## src/rtl/serial_adder_pkg.sv

```systemverilog
// Shared types and constants for the bit-serial adder.
// Imported by the serial_adder top.
package serial_adder_pkg;

  typedef enum logic [1:0] {
    IDLE = 2'd0,
    RUN  = 2'd1,
    DONE = 2'd2
  } state_t;

  localparam int SA_DEFAULT_WIDTH = 8;

endpackage

```

## src/rtl/serial_adder_full_adder.sv

```systemverilog
// Existing single-bit combinational full adder cell.
// One evaluation per clock when driven by serial_adder.
module full_adder (
  input  logic A,
  input  logic B,
  input  logic Cin,
  output logic Cout,
  output logic S
);

  assign S    = A ^ B ^ Cin;
  assign Cout = (A & B) | (Cin & (A ^ B));

endmodule

```

## src/rtl/serial_adder.sv

```systemverilog
// LSB-first bit-serial adder around one full_adder cell.
// The carry register closes the loop between cycles.
module serial_adder
  import serial_adder_pkg::*;
#(
  parameter int WIDTH = SA_DEFAULT_WIDTH
) (
  input  logic             clk,
  input  logic             rst,
  input  logic             start,
  input  logic [WIDTH-1:0] a,
  input  logic [WIDTH-1:0] b,
  input  logic             cin,
  output logic             busy,
  output logic             done,
  output logic [WIDTH-1:0] sum,
  output logic             cout
);

  localparam int CW = $clog2(WIDTH) + 1;

  state_t           state;
  logic [WIDTH-1:0] sa;
  logic [WIDTH-1:0] sb;
  logic [WIDTH-1:0] acc;
  logic [WIDTH-1:0] acc_nxt;
  logic             carry;
  logic [CW-1:0]    cnt;
  logic             last;
  logic             fa_s;
  logic             fa_co;

  full_adder u_fa (
    .A   (sa[0]),
    .B   (sb[0]),
    .Cin (carry),
    .Cout(fa_co),
    .S   (fa_s)
  );

  assign acc_nxt = {fa_s, acc[WIDTH-1:1]};
  assign last    = (cnt == CW'(WIDTH - 1));
  assign busy    = (state == RUN);
  assign done    = (state == DONE);

  always_ff @(posedge clk) begin
    if (rst) begin
      state <= IDLE;
      sa    <= '0;
      sb    <= '0;
      acc   <= '0;
      carry <= 1'b0;
      cnt   <= '0;
      sum   <= '0;
      cout  <= 1'b0;
    end else begin
      unique case (state)
        IDLE, DONE: begin
          if (start) begin
            sa    <= a;
            sb    <= b;
            carry <= cin;
            acc   <= '0;
            cnt   <= '0;
            state <= RUN;
          end else begin
            state <= IDLE;
          end
        end
        RUN: begin
          sa    <= sa >> 1;
          sb    <= sb >> 1;
          acc   <= acc_nxt;
          carry <= fa_co;
          cnt   <= cnt + 1'b1;
          // outputs only move on the last bit
          if (last) begin
            sum   <= acc_nxt;
            cout  <= fa_co;
            state <= DONE;
          end
        end
        default: state <= IDLE;
      endcase
    end
  end

endmodule

```

## config.mk

```make
export PLATFORM = sky130hd
export DESIGN_NAME = serial_adder
export DESIGN_NICKNAME = d
export VERILOG_FILES = /design/src/rtl/serial_adder_pkg.sv /design/src/rtl/serial_adder_full_adder.sv /design/src/rtl/serial_adder.sv
export SDC_FILE = /design/constraint.sdc
export NUM_CORES = 1
export LEC_CHECK = 0
export CAP_MARGIN = 20
export CORE_ASPECT_RATIO = 1.5
export CORE_UTILIZATION = 29
export CTS_CLUSTER_DIAMETER = 40
export DETAILED_ROUTE_END_ITERATION = 7
export GPL_TIMING_DRIVEN = 1
export PLACE_DENSITY = 0.57
export SLEW_MARGIN = 20
export SYNTH_ARGS = -nofsm -noshare
export SYNTH_HDL_FRONTEND = slang
export SYNTH_SLANG_ARGS = --single-unit
```

## constraint.sdc

```tcl
create_clock -name clk -period 1.9 [get_ports clk]
set_clock_uncertainty 0.15 [all_clocks]
set_input_delay 0.285 -clock clk [delete_from_list [all_inputs] [get_ports clk]]
set_output_delay 0.285 -clock clk [all_outputs]
set_load 0.005 [all_outputs]
```

## Word level (Yosys, flattened, before mapping)

Index checks and enable logic that the tools add are counted.
Widths: inputs -> output; s select.

- Bits in registers: 40
- Memory bits (read-only): 0
- Memories kept: 0
- Memory bits (writable): 0
- Latch bits: 0
- Word-level logic and storage cells: 37
- Bits of input ports: 20
- Output and inout port bits: 11

- Div/mod/pow operators: 0
- Muxes and demuxes: 13
- Equality and inequality tests: 5
- Add/sub/neg operators: 1
- Magnitude comparators: 0
- Reduce and logical (&&, ||, !) cells: 5
- Bitwise gates (word level): 5
- Shift operators: 0
- Multipliers: 0

Operators with widths:

| cell | count |
|---|---|
| $pmux 8 s2 | 3 |
| $mux 8 | 3 |
| $pmux 4 s2 | 1 |
| $add 4x1->4 const B | 1 |
| $eq 4x3->1 const B | 1 |
| $mux 4 | 1 |
| $pmux 2 s2 | 1 |
| $reduce_and 2->1 | 2 |
| $and 1x1->1 | 2 |
| $eq 2x1->1 const B | 1 |
| $eq 2x2->1 const B | 1 |
| $logic_not 2->1 | 1 |
| $mux 1 | 2 |
| $mux 2 | 1 |
| $ne 2x1->1 const B | 1 |
| $ne 2x2->1 const B | 1 |
| $pmux 1 s2 | 1 |
| $reduce_bool 2->1 | 1 |
| $reduce_or 2->1 | 1 |
| $xor 1x1->1 | 2 |
| $or 1x1->1 | 1 |

## Depth between registers and ports, before layout

Gate-level depths: netlist of run 1.

- Word-level depth: 4
- Depth in mapped cells: 5
- Gate-level depth less buffers: 4

## Cells and area by module

From an unflattened synthesis of run 1, not the netlist that was laid out.

- Cell total of the unflattened synthesis: 178
- Area total of the unflattened synthesis: 1675.4 sq um

Modules (own cells, without submodules):

| module | area each (sq um) | cells an instance | times used | seq. area each (sq um) |
|---|---|---|---|---|
| serial_adder | 1655.3 | 177 | 1 | 780.7 |
| full_adder | 20.0 | 1 | 1 | 0.0 |

## Worst setup path after synthesis of run 1

No wires, ideal clock.

- Path type: flip-flop to flip-flop
- From: register cnt[0]
- To: register cout
- Buffers on the path: 0
- Setup time: 0.072 ns
- Data required time: 1.678 ns
- Setup slack: 0.549 ns
- Clock period less this slack: 1.351 ns
- Stages on the path, launching flop included: 5
- Arrival time: 1.129 ns
- Cell sequence: dfxtp_1 -> ha_1 -> nand3b_1 -> nor2_8 -> mux2i_1

- Cells in the longest elaborated chain, start to end: 2

Ends and longest elaborated chain:

| what | RTL line | text |
|---|---|---|
| from (decl) | serial_adder.sv:28 | `logic [CW-1:0] cnt;` |
| from (signal assigned) | serial_adder.sv:75 | `cnt <= cnt + 1'b1;` |
| $eq 4x3->1 | serial_adder.sv:42 | `assign last = (cnt == CW'(WIDTH - 1));` |
| $reduce_and 2->1 (no line) | - |  |
| to (signal assigned) | serial_adder.sv:79 | `cout <= fa_co;` |
| to (decl) | serial_adder.sv:17 | `output logic cout` |

No other way between the ends.
A chain may end at the register's enable or synchronous reset.

## Worst setup path after layout of run 1

- From: register state[0]
- To: output done

- Cells in the longest elaborated chain, start to end: 1

Ends and longest elaborated chain:

| what | RTL line | text |
|---|---|---|
| from (decl) | serial_adder.sv:22 | `state_t state;` |
| from (signal assigned) | serial_adder.sv:48 | `state <= IDLE;` |
| from (signal assigned) | serial_adder.sv:65 | `state <= RUN;` |
| from (signal assigned) | serial_adder.sv:67 | `state <= IDLE;` |
| $eq 2x2->1 | serial_adder.sv:44 | `assign done = (state == DONE);` |
| to (decl) | serial_adder.sv:15 | `output logic done,` |

No other way between the ends.

==> flow_summary_export.csv, run 1 <==
group,metric,value,unit
status,run_status,"completed",
global_route,grt.met3_usage,0.0338,
placed_design,hpwl,2220,um
logic_synthesis,synth_cell_type_count,26,
sta,setup_viol_count_final,0,
logic_synthesis,postSynthAreaPerCell,9.36,um2
floorplanning,chipWidth,63.9,um
pwr,sw_frac_of_total,0.224,
pwr,net-switching-power,426,uW
sta,finalHoldViolCount,0,
logic_synthesis,synth.top_cells.by_area,"dfxtp_1 (47%), a21oi_1 (8.4%), nand3_1 (7.8%), nand2b_1 (7.5%), a22oi_1 (6.8%)",
global_route,grt_util_met1,0.154,
logic_synthesis,ys.warnings.count,0,
worst_setup_path,timing.critical_path.slowest_cell_delay,0.50,ns
pwr,power_frac_comb,0.111,
logic_synthesis,ys.flop_type,"dfxtp_1",
placed_design,dpl-instance-area,2050,um2
flow_run,drv_cap,0,
logic_synthesis,mappedNetlistArea,1670,um2
global_route,grt_pass1_vias,1226,
layout,drive_above_1_share,0.100,
logic_synthesis,netlist.top_cell.by_area,"dfxtp_1",
placed_design,gp_routability_congestion,0.701,
sta,report.final.slew_viol_count,0,
clock_tree,postCtsHoldBufs,0,
floorplanning,boundaryPins,31,
logic_synthesis,synth-seq-area-share,0.468,
sta,period_needed,1.68,ns
global_route,globalRoute.busiestLayer,"met2",
pwr,seqPwrFrac,0.455,
floorplanning,fp.coreArea,5490,um2
sta,fin_worst_hold_slack,0.319,ns
hold_path,min-delay-start,"sum[1]",
hold_path,timing.hold.worst.class,"flop to flop",
pwr,leakage,0.000768,uW
sta,fmax,596,MHz
logic_synthesis,ys_async_sr_fraction,0,
floorplanning,floorplan_row_count,33,
worst_setup_path,r2r-start,"state[1]",
sta,fin_crit_sh,0.884,
clock_tree,tritoncts,"done",
layout,final.fill_count,566,
global_route,antenna_found_initial,0,
placed_design,numPortBuffers,30,
clock_tree,htree_num_levels,2,
worst_setup_path,worstSetupStartpointType,"flop",
logic_synthesis,postSynthNetCount,200,
global_route,grt_max_degree,30,
worst_setup_path,critical_path_sink,"done",
detailed_routing,detailed_route_drc_error_count,0,
worst_setup_path,crit_path_max_fanout,4,
clock_tree,cts.path.max_buffers,2,
sta,worst_tran_pin_value,0.368,ns
floorplanning,design.die.area,6060,um2
worst_setup_path,timing.rr.end,"cnt[2]",
worst_setup_path,worst-endpoint-required,1.46,ns
pwr,powerDensity,867,nW/um2
clock_tree,sink_count,39,
detailed_routing,dr_total_vias,1346,
floorplanning,floorplan.die.height,94.8,um
layout,post-route-cell-area,2200,um2
layout,signed_area_change_from_the_synthesized_netlist_to_the_final_layout,31.8,%
detailed_routing,total_length_of_routed_wires,3380,um
sta,rsz0062_at_grt,"false",
worst_setup_path,cp.arrival,1.24,ns
layout,antennaDiodeCount,0,
pwr,power.ir.vdd_worst,0.432,mV
detailed_routing,ant_nets,0,
logic_synthesis,synthDominantCellAreaShare,0.468,
layout,design.final.nets,230,
logic_synthesis,synth_edf_count,0,
sta,setup-tns-final,0,ns
sta,max_transition_margin,0.754,
floorplanning,initial_core_utilization,0.303,
worst_setup_path,worst_r2r_path_depth,4,
worst_setup_path,criticalPathCategory,"flop to output port",
worst_setup_path,worst_setup_path_startpoint,"state[0]",
worst_setup_path,r2r_slack,0.33,ns
pwr,power_internal,1480,uW
clock_tree,clk_pin_slew,0.08,ns
global_route,grt_use_met2,0.191,
worst_setup_path,critical_path.cell_chain,"nor2b_1, clkdlybuf4s50_1",
clock_tree,clk-insertion-delay-late,0.29,ns
global_route,grt_util_all_layers,0.123,
worst_setup_path,critical-path-slowest-cell,"clkdlybuf4s50_1",
worst_setup_path,timing.critical_path.to_type,"output port",
clock_tree,cts_root_buffer,"clkbuf_8",
detailed_routing,drt_iter0_drc,57,
detailed_routing,post_drt_via_cell_ratio,4.82,
global_route,globalRouteOverflowTotal,0,
global_route,grt_first_pass_wirelength,5730,um
logic_synthesis,count_of_state_elements_after_synthesis,39,
logic_synthesis,synthesis.instances,178,
detailed_routing,wire_length_per_cell_after_detailed_routing,12.1,um
detailed_routing,detailedRoute.firstPassIterationCount,4,
pwr,clock_power_share,0.434,
layout,final_util,0.400,
clock_tree,cts_made_buffers,5,
clock_tree,cts_setup_buffers,0,
critical path, delay by kind of cell, from the launching register on:
family	cells	cell delay, ns
flops	1	0.34
buf+inv	1	0.50
simple gates	1	0.11
cell usage after synthesis (2+ instances only):
cell type / n
dfxtp_1: 39
a21oi_1: 28
nand3_1: 26
nand2b_1: 20
a22oi_1: 15
nand2_1: 10
buf_4: 9
mux2i_1: 9
clkbuf_1: 3
nor2_1: 2
nor2b_1: 2
placed cells by master (no fill, tap or decap), drive strengths merged:
cell type	count
dlymetal6s2s	1
nand2	10
buf	8
nor3b	1
bufinv	2
ha	1
nand3b	1
a22oi	15
fa	1
nor2	3
clkinvlp	1
a211oi	1
mux2	2
nor3	1
nand3	26
nand4	1
mux2i	9
clkinv	1
nand2b	21
a21oi	28
dfxtp	39
nor2b	2
clkdlybuf4s50	29
clkbuf	5
sequential cells by signal (all words and copies together), names as in the netlist:
name   cells
sb         8
cout       1
acc        7
sa         8
sum        8
cnt        4
carry      1
state      2
through the flow:
| stage | power [uW] | cells | setup slack, ns |
|---|---|---|---|
| after floorplan | 1020 | 178 | 0.549 |
| after global placement | 1100 | 271 | 0.222 |
| after detailed placement | 1100 | 271 | 0.198 |
| after CTS | 1930 | 279 | 0.0285 |
| after global routing | 2000 | 279 | 0.159 |
| final | 1900 | 279 | 0.221 |
per-layer routing:
layer | part of all wire | wire (um)
met3 | 0.033 | 110
met1 | 0.47 | 1580
met5 | 0 | 0
met4 | 0.021 | 70
met2 | 0.48 | 1620
worst min path at each step:
stage	end	slack, ns	cells past startpoint
final	sum[1]	0.32	2
after CTS	sb[3]	0.32	2
after floorplan	sa[7]	0.27	2
after detailed placement	sb[3]	0.31	2
after global placement	sb[4]	0.31	2
after global routing	sb[3]	0.35	2
power by group through the flow:
stage | clock network [uW] | registers, uW | logic (uW)
2_1_floorplan | 0 | 881 | 136
3_3_place_gp | 0 | 885 | 213
3_5_place_dp | 0 | 885 | 215
4_1_cts | 852 | 866 | 216
5_1_grt | 896 | 870 | 234
6_report | 826 | 865 | 212
what timing repair did:
item                       CTS  global route
gates cloned                 0             0
pin swaps                    0             0
gates resized for setup      1             1
setup endpoints to repair    1             1
kinds of logic after synthesis:
| logic type | synth area share |
|---|---|
| AND/OR/NAND/NOR | 0.221 |
| flip-flops | 0.468 |
| buffers and inverters | 0.0623 |
| AO/OA/AOI/OAI | 0.159 |
| adder cells (fa/ha/maj) | 0.0195 |
| multiplexers | 0.0698 |
area by class of cell:
class	count	area, um2	area share
Multi-Input combinational cell	123	782	0.356
Inverter	1	8.76	0.00399
Timing Repair Buffer	38	400	0.182
Clock buffer	5	68.8	0.0313
Sequential cell	39	781	0.356
Clock inverter	3	67.6	0.0308
Tap cell	70	87.6	0.0399
Power figures use the tool's default switching activity.
==> run 2, diff against run 1 <==
MAX_ROUTING_LAYER = met4   (was unset)
SLEW_MARGIN = unset   (was 20)
==> run 2 against run 1 <==
Critical path depth is the same; largest power group unchanged; routed wire length is the same; via count is the same; sequential power is essentially flat; count of clock-buffer cells in the layout is the same; global-route usage grew 0.36 points; sequential share of layout area is the same; non-clock buffer count is the same; clock power is essentially flat; flip-flop and latch count is the same; cell count is the same; register-to-register slack is essentially flat.
==> flow_summary_export.csv, run 2 (same netlist as run 1, synthesis figures left out) <==
group,metric,value,unit
status,run_status,"completed",
detailed_routing,post_drt_via_cell_ratio,4.82,
floorplanning,design.die.area,6060,um2
pwr,power_frac_comb,0.111,
detailed_routing,total_length_of_routed_wires,3380,um
worst_setup_path,crit_path_max_fanout,4,
worst_setup_path,critical_path.cell_chain,"nor2b_1, clkdlybuf4s50_1",
clock_tree,cts_root_buffer,"clkbuf_8",
sta,rsz0062_at_grt,"false",
global_route,globalRouteOverflowTotal,0,
clock_tree,cts_made_buffers,5,
worst_setup_path,timing.critical_path.to_type,"output port",
detailed_routing,detailedRoute.firstPassIterationCount,4,
pwr,sw_frac_of_total,0.224,
pwr,net-switching-power,426,uW
worst_setup_path,r2r_slack,0.33,ns
floorplanning,chipWidth,63.9,um
clock_tree,postCtsHoldBufs,0,
sta,worst_tran_pin_value,0.368,ns
worst_setup_path,cp_num_buf_inv,1,
worst_setup_path,criticalPathCategory,"flop to output port",
detailed_routing,drt_iter0_drc,62,
sta,fin_crit_sh,0.884,
layout,final_util,0.400,
clock_tree,clk-insertion-delay-late,0.29,ns
sta,finalHoldViolCount,0,
global_route,grt_util_all_layers,0.126,
worst_setup_path,timing.critical_path.slowest_cell_delay,0.50,ns
global_route,grt_first_pass_wirelength,5720,um
global_route,antenna_found_initial,0,
detailed_routing,dr_total_vias,1346,
hold_path,hold-path-endpoint,"sum[1]",
worst_setup_path,cp.arrival,1.24,ns
sta,period_needed,1.68,ns
layout,reg.largest.list,"sa: 8 flops, sb: 8 flops, sum: 8 flops",
global_route,grt_max_degree,30,
worst_setup_path,crit_family,"buffers and inverters",
floorplanning,fp.coreArea,5490,um2
pwr,power_internal,1480,uW
sta,max_transition_margin,0.754,
worst_setup_path,critical-path-slowest-cell,"clkdlybuf4s50_1",
placed_design,numPortBuffers,30,
layout,design.final.nets,230,
floorplanning,floorplan_row_count,33,
worst_setup_path,worst_r2r_path_depth,4,
pwr,seqPwrFrac,0.455,
floorplanning,boundaryPins,31,
global_route,grt_pass1_vias,1227,
pwr,powerDensity,867,nW/um2
layout,drive_above_1_share,0.100,
worst_setup_path,worst-endpoint-required,1.46,ns
hold_path,hold_path_depth,2,
clock_tree,tritoncts,"done",
pwr,total_power,1900,uW
sta,report.final.slew_viol_count,0,
placed_design,hpwl,2220,um
clock_tree,cts.path.max_buffers,2,
sta,setup-tns-final,0,ns
layout,signed_area_change_from_the_synthesized_netlist_to_the_final_layout,31.8,%
detailed_routing,ant_nets,0,
hold_path,min-delay-start,"sum[1]",
floorplanning,initial_core_utilization,0.303,
sta,setup_viol_count_final,0,
pwr,leakage,0.000768,uW
flow_run,drv_cap,0,
clock_tree,sink_count,39,
layout,most_frequent_standard_cell_in_the_layout_excluding_fill_and_tap_cells,"dfxtp_1",
sta,fmax,596,MHz
floorplanning,floorplan.die.height,94.8,um
layout,antennaDiodeCount,0,
clock_tree,htree_num_levels,2,
worst_setup_path,r2r-start,"state[1]",
pwr,power.ir.vdd_worst,0.432,mV
worst_setup_path,timing.rr.end,"cnt[2]",
pwr,clock_power_share,0.434,
layout,layout.cells.most_common_list,"dfxtp_1 (39), clkdlybuf4s50_1 (29), a21oi_1 (28)",
detailed_routing,detailed_route_drc_error_count,0,
clock_tree,clk_pin_slew,0.08,ns
placed_design,gp_routability_congestion,0.709,
worst_setup_path,worstSetupStartpointType,"flop",
detailed_routing,wire_length_per_cell_after_detailed_routing,12.1,um
hold_path,timing.hold.worst.class,"flop to flop",
## run 2: cell counts in the layout (fill, tap and decap cells not counted)
Identical to the previous run, type by type.
## run 2: layout make-up
class | instances | area, um2
Fill cell | 566 | 3300
Multi-Input combinational cell | 123 | 782
Sequential cell | 39 | 781
Timing Repair Buffer | 38 | 400
Tap cell | 70 | 87.6
Clock buffer | 5 | 68.8
Clock inverter | 3 | 67.6
Inverter | 1 | 8.76
## run 2: worst max path at each step
stage	end	start	slack (ns)	depth (start not counted)
final	done	state[0]	0.22	2
after global routing	done	state[0]	0.16	2
after floorplan	cout	cnt[0]	0.55	4
after global placement	sum[3]	rst	0.22	4
after CTS	busy	state[1]	0.03	3
after detailed placement	sum[3]	rst	0.20	4
## run 2: repair_timing
| action | in CTS | in global routing |
|---|---|---|
| pin swaps | 0 | 0 |
| gates resized for setup | 1 | 1 |
| endpoints found under the setup margin | 1 | 1 |
| setup buffers | 0 | 0 |
## run 2: stage by stage
step	instances	setup WS, ns	hold slack (ns)	cell area, um2
CTS	279	0.0285	0.324	2190
detailed placement	271	0.198	0.312	2050
global placement	271	0.222	0.306	2050
finish	279	0.221	0.319	2200
floorplan	178	0.549	0.271	1670
global route	279	0.159	0.347	2200
## run 2: power by group through the flow
stage / clock, uW / combinational [uW] / sequential (uW)
finish: 826 / 212 / 865
global route: 896 / 234 / 870
CTS: 852 / 216 / 866
detailed placement: 0 / 215 / 885
global placement: 0 / 213 / 885
floorplan: 0 / 136 / 881
## run 2: metal layers
metal,global-route usage,vias to the layer above,share of wire
li1,-,687,-
met1,0.154,625,0.47
met2,0.191,28,0.48
met3,0.0338,6,0.033
met4,0.0625,0,0.021
met5,-,-,0
## run 2: tightest hold or removal path, stage by stage, from the launching register on
cell and delay (ns):
dfxtp_1 0.31, nand2b_1 0.06, mux2i_1 0.05
